[config.mk]
export PLATFORM = sky130hd
export DESIGN_NAME = div_iterate
export DESIGN_NICKNAME = d
export VERILOG_FILES = /design/src/rtl/div_pkg.sv /design/src/rtl/div_step.sv /design/src/rtl/div_iterate.sv
export SDC_FILE = /design/constraint.sdc
export NUM_CORES = 1
export LEC_CHECK = 0
export ABC_AREA = 1
export BUFFER_PORTS_ARGS = -buffer_cell sky130_fd_sc_hd__buf_2
export CAP_MARGIN = 20
export CORE_MARGIN = 4
export CORE_UTILIZATION = 40
export CTS_CLUSTER_DIAMETER = 40
export DETAILED_ROUTE_END_ITERATION = 8
export GPL_ROUTABILITY_DRIVEN = 0
export PLACE_DENSITY = 0.69
export RECOVER_POWER = 50
export REMOVE_ABC_BUFFERS = 1
export SYNTH_ARGS = -nofsm -noshare
export SYNTH_HDL_FRONTEND = slang
export SYNTH_SLANG_ARGS = --single-unit
[constraint.sdc]
create_clock -name clk -period 9.65 [get_ports clk]
set_input_delay 1.93 -clock clk [delete_from_list [all_inputs] [get_ports clk]]
set_output_delay 1.93 -clock clk [all_outputs]
set_load 0.02 [all_outputs]
[src/rtl/div_pkg.sv]
// Shared types and constants for the iterative unsigned divider.
package div_pkg;

  localparam int unsigned DIV_WIDTH = 32;
  localparam int unsigned DIV_CNT_W = 5;

  typedef enum logic [1:0] {
    IDLE = 2'd0,
    RUN  = 2'd1,
    DONE = 2'd2
  } div_state_t;

endpackage

[src/rtl/div_step.sv]
// One restoring compare-subtract step: subtract d from rem when it fits.
module div_step
  import div_pkg::*;
#(
  parameter int unsigned WIDTH = DIV_WIDTH
) (
  input  logic [WIDTH-1:0] rem,
  input  logic [WIDTH-1:0] d,
  output logic [WIDTH-1:0] rem_next,
  output logic             q_bit
);

  always_comb begin
    q_bit    = (rem >= d);
    rem_next = q_bit ? (rem - d) : rem;
  end

endmodule

[src/rtl/div_iterate.sv]
// Sequential unsigned shift-subtract divider core (one quotient bit per cycle).
// Optional div_zero output port enabled by defining DIVU_ZERO_FLAG_EN.
module div_iterate
  import div_pkg::*;
#(
  parameter int unsigned WIDTH = DIV_WIDTH,
  parameter int unsigned CNT_W = DIV_CNT_W
) (
  input  logic             clk,
  input  logic             rst,
  input  logic             start,
  input  logic [WIDTH-1:0] dividend,
  input  logic [WIDTH-1:0] divisor_aligned,
  input  logic [CNT_W-1:0] shift_cnt,
  output logic             busy,
  output logic             done,
  output logic [WIDTH-1:0] quotient,
  output logic [WIDTH-1:0] remainder
`ifdef DIVU_ZERO_FLAG_EN
  ,
  output logic             div_zero
`endif
);

  div_state_t       state_q, state_d;
  logic [WIDTH-1:0] rem_q, rem_d;
  logic [WIDTH-1:0] d_q, d_d;
  logic [WIDTH-1:0] q_q, q_d;
  logic [CNT_W-1:0] k_q, k_d;
  logic [WIDTH-1:0] quotient_d, remainder_d;
  logic             busy_d, done_d;
  logic [WIDTH-1:0] step_rem;
  logic             step_bit;
`ifdef DIVU_ZERO_FLAG_EN
  logic             zero_d;
`endif

  div_step #(.WIDTH(WIDTH)) u_step (
    .rem      (rem_q),
    .d        (d_q),
    .rem_next (step_rem),
    .q_bit    (step_bit)
  );

  // Next-state, datapath and registered-output logic.
  always_comb begin
    state_d     = state_q;
    rem_d       = rem_q;
    d_d         = d_q;
    q_d         = q_q;
    k_d         = k_q;
    quotient_d  = quotient;
    remainder_d = remainder;
`ifdef DIVU_ZERO_FLAG_EN
    zero_d      = div_zero;
`endif

    case (state_q)
      IDLE: begin
        if (start) begin
          rem_d = dividend;
          d_d   = divisor_aligned;
          k_d   = shift_cnt;
          q_d   = '0;
          if (divisor_aligned == '0) begin
            // Divide-by-zero skips iteration: all-ones quotient, dividend back.
            state_d     = DONE;
            quotient_d  = '1;
            remainder_d = dividend;
`ifdef DIVU_ZERO_FLAG_EN
            zero_d      = 1'b1;
`endif
          end else begin
            state_d = RUN;
          end
        end
      end
      RUN: begin
        rem_d = step_rem;
        q_d   = {q_q[WIDTH-2:0], step_bit};
        d_d   = d_q >> 1;
        if (k_q == '0) begin
          state_d     = DONE;
          quotient_d  = {q_q[WIDTH-2:0], step_bit};
          remainder_d = step_rem;
`ifdef DIVU_ZERO_FLAG_EN
          zero_d      = 1'b0;
`endif
        end else begin
          k_d = k_q - CNT_W'(1);
        end
      end
      DONE: begin
        state_d = IDLE;
      end
      default: begin
        state_d = IDLE;
      end
    endcase

    busy_d = (state_d != IDLE);
    // done trails the DONE state by one register stage.
    done_d = (state_q == DONE);
  end

  always_ff @(posedge clk or posedge rst) begin
    if (rst) begin
      state_q   <= IDLE;
      rem_q     <= '0;
      d_q       <= '0;
      q_q       <= '0;
      k_q       <= '0;
      quotient  <= '0;
      remainder <= '0;
      busy      <= 1'b0;
      done      <= 1'b0;
`ifdef DIVU_ZERO_FLAG_EN
      div_zero  <= 1'b0;
`endif
    end else begin
      state_q   <= state_d;
      rem_q     <= rem_d;
      d_q       <= d_d;
      q_q       <= q_d;
      k_q       <= k_d;
      quotient  <= quotient_d;
      remainder <= remainder_d;
      busy      <= busy_d;
      done      <= done_d;
`ifdef DIVU_ZERO_FLAG_EN
      div_zero  <= zero_d;
`endif
    end
  end

endmodule

==> metrics.md <==
| Metric | Value |
|---|---|
| Hold Fails Final Rpt | `0` |
| Port-buffer cells | `137` |
| Ant diodes | `0` |
| Hold Crit Class | `reg2reg` |
| Final Max Slew Viols | `202` |
| GRT overflow | `0` |
| Vias per Instance | `5.166` |
| Post-CTS sizing | `0` |
| Fin crit share | `0.6089` |
| Post-CTS Hold Buffers | `0` |
| Worst EP required | `10000 ps` |
| Die X-Extent | `168.2 um` |
| Post-synthesis register bit count | `168` |
| CTS tree | `built` |
| Vias | `9397` |
| CP Class | `in2reg` |
| DRC violations left | `0` |
| WP data arrival | `6230 ps` |
| Synth-to-Final Area Change | `12.20%` |
| Most used cell, CP | `nand2_1` |
| Pin count of the biggest net entering global routing | `100` |
| Core Box Area | `25250 um2` |
| Row cnt | `58` |
| Peak Freq | `0.1702 GHz` |
| Avg Cell Area, Syn | `7.474 um2` |
| Crit path cell chain | `clkbuf_1, nand2_1, nand2_1, clkbuf_1, nand2_1, inv_1, o21ai_0, o22ai_1` |
| Drt pass-1 iters | `7` |
| Die area | `28300 um2` |
| H-tree levels | `4` |
| VDD IR max | `0.0001786 V` |
| Routed WL | `28950 um` |
| Buf+Inv Stages, Crit Path | `3` |
| Post-CTS setup repair buffer count | `0` |
| Fin util | `0.4563` |
| Leakage | `0.005860 uW` |
| Synth warn | `0` |
| WL/cell | `15.92 um` |
| Root Buffer | `clkbuf_16` |
| R2r endpoint | `k_q[4]$_DFFE_PP0P_` |
| RSZ-0062 raised after global routing | `no` |
| Post-Synthesis Cells | `1374` |
| Synthesized area | `10270 um2` |
| R2R depth | `8` |
| Final setup fails | `0` |
| Reg clk slew, reported paths | `70 ps` |
| Tmin final | `5876 ps` |
| Setup TNS | `0 ps` |
| Status | `finished with violations` |
| Worst Hold Path EP | `remainder[28]$_DFFE_PP0P_` |
| Fill cells | `2578` |
| Critical path's top delay family | `buffers and inverters` |
| Worst-Skew Late Latency | `430 ps` |
| Layout cell share with drive strength beyond 1 | `0.1175` |
| Crit-path max cell delay | `1950 ps` |
| Antenna Nets Post-Route | `0` |
| Distinct cells, synth | `48` |
| Crit end category | `flip-flop` |
| Clk buf depth | `2` |
| Die Y | `168.2 um` |
| PwrDens | `438.4 nW/um2` |
| Yosys top cell area share | `0.4094` |
| Worst-Margin Slew | `4534 ps` |
| Global-route wire length before repair | `47480 um` |
| Clock sink count | `168` |
| Antenna violations before repair | `0` |
| Failing checks | `capacitance limit, slew limit` |
| Total CTS buffers | `17` |
| DR iter-0 viols | `874` |
| HP Start | `remainder[28]$_DFFE_PP0P_` |
| Critical-path top delay cell | `clkbuf_1` |
| Slew HR | `-2.023` |
| IO Count | `138` |
| Critical Path Start Type | `input port` |
| Initial core utilization | `0.4067` |
| Vias in the first global route | `9026` |
| Final Skew | `11.36 ps` |
| Worst r2r src | `state_q[1]$_DFF_PP0_` |
| Final nets | `1584` |
| WHS Path Cells | `2` |
| Crit-path max FO | `54` |
| DP HPWL | `20520 um` |
| GRT Total Usage | `0.2054` |
| Max Cap Viol | `3` |
| Worst reg-to-reg setup slack | `4480 ps` |
| Area contributors post-synth | `dfrtp_1, nand2_1, inv_1, nand3_1, ha_1` |
| Sequential share of the synthesized area | `0.4094` |
| Yosys top cell by area | `dfrtp_1` |
[sequential cells by signal, summed over array words and instances, names as in the netlist]
signal     flops
k_q            5
remainder     32
done           1
quotient      32
state_q        2
rem_q         32
d_q           32
q_q           31
busy           1
[tightest hold or removal path, stage by stage (launching register included)]
cell	delay, ps
dfrtp_1	350
nand3_1	70
nand2_1	60
[area by class of cell]
cell class	instances	area, um2	area share
Tap cell	330	412.9	0.03583
Clock buffer	20	456.7	0.03964
Timing Repair Buffer	147	680.7	0.05907
Sequential cell	168	4204	0.3649
Clock inverter	11	86.33	0.007493
Multi-Input combinational cell	955	4972	0.4315
Inverter	188	709.4	0.06157
[cell usage after synthesis (all sizes together)]
library cell    n
nand2         467
inv           185
dfrtp         168
nand3         114
nor2          106
nand4          41
clkbuf         35
ha             34
a31oi          33
o21ai          33
o22ai          33
o221ai         30
buf            27
a21oi          17
xor2           15
nor3            7
nor4            6
a21o            4
nand3b          4
clkinv          3
o21bai          3
o211ai          2
a21boi          1
a32o            1
and2            1
dlygate4sd1     1
fa              1
or2             1
xnor2           1
[report_power, final]
group,switching [uW],internal (uW),total [uW]
Clock,307,345,653
Sequential,159,1020,1180
Combinational,2190,1030,3220
[logic make-up (layout without fill, tap and decap cells)]
group	Yosys count	count (layout)	share of synthesized area
AND/OR/NAND/NOR	747	747	0.3247
XOR/XNOR	16	16	0.01365
adder cells (fa/ha/maj)	35	35	0.04337
flip-flops	168	168	0.4094
AO/OA/AOI/OAI	157	157	0.1010
buffers and inverters	251	366	0.1079
[per-stage QoR]
stage | cells | area [um2] | setup slack [ps] | hold WS (ps) | total power, uW
floorplan | 1311 | 9868 | 3173 | 445.9 | 3584
global placement | 1787 | 11060 | 5324 | 487.7 | 4352
detailed placement | 1787 | 11060 | 5282 | 488.0 | 4413
CTS | 1818 | 11610 | 5735 | 504.2 | 5086
global route | 1819 | 11520 | 3345 | 534.0 | 5547
finish | 1819 | 11520 | 3774 | 506.3 | 5051
[placed cells by master, fill, tap and decap left out, drive strengths merged]
cell      count
a21boi        1
nand2       467
nand3b        4
buf          79
clkinvlp      6
o22ai        33
a32o          1
o21ai        33
and2          1
inv         189
nor4          6
a21o          4
fa            1
o221ai       30
xor2         15
nand4        41
xnor2         1
ha           34
o21bai        3
clkbuf       88
dfrtp       168
o211ai        2
nor2        106
nor3          7
a21oi        17
or2           1
clkinv        4
nand3       114
a31oi        33
[per-layer routing]
metal  wire length (um)  GRT usage  up-vias
met3               1657    0.03921       27
met2              13650     0.3372      291
met4                276    0.04199        0
li1                   -          -     4684
met1              13370     0.2851     4395
met5                  0          0        -
[worst max path at each step]
stage                         from                 endpoint  cells after the start
3_5_place_dp   divisor_aligned[10]  quotient[1]$_DFFE_PP0P_                      8
6_report                     start       k_q[4]$_DFFE_PP0P_                      8
2_1_floorplan                  rst           busy$_DFF_PP0_                      1
4_1_cts        divisor_aligned[10]  quotient[0]$_DFFE_PP0P_                      9
5_1_grt                      start       k_q[4]$_DFFE_PP0P_                      8
3_3_place_gp   divisor_aligned[18]  quotient[0]$_DFFE_PP0P_                      8
Note: power is estimated with default switching activity, not from simulation.
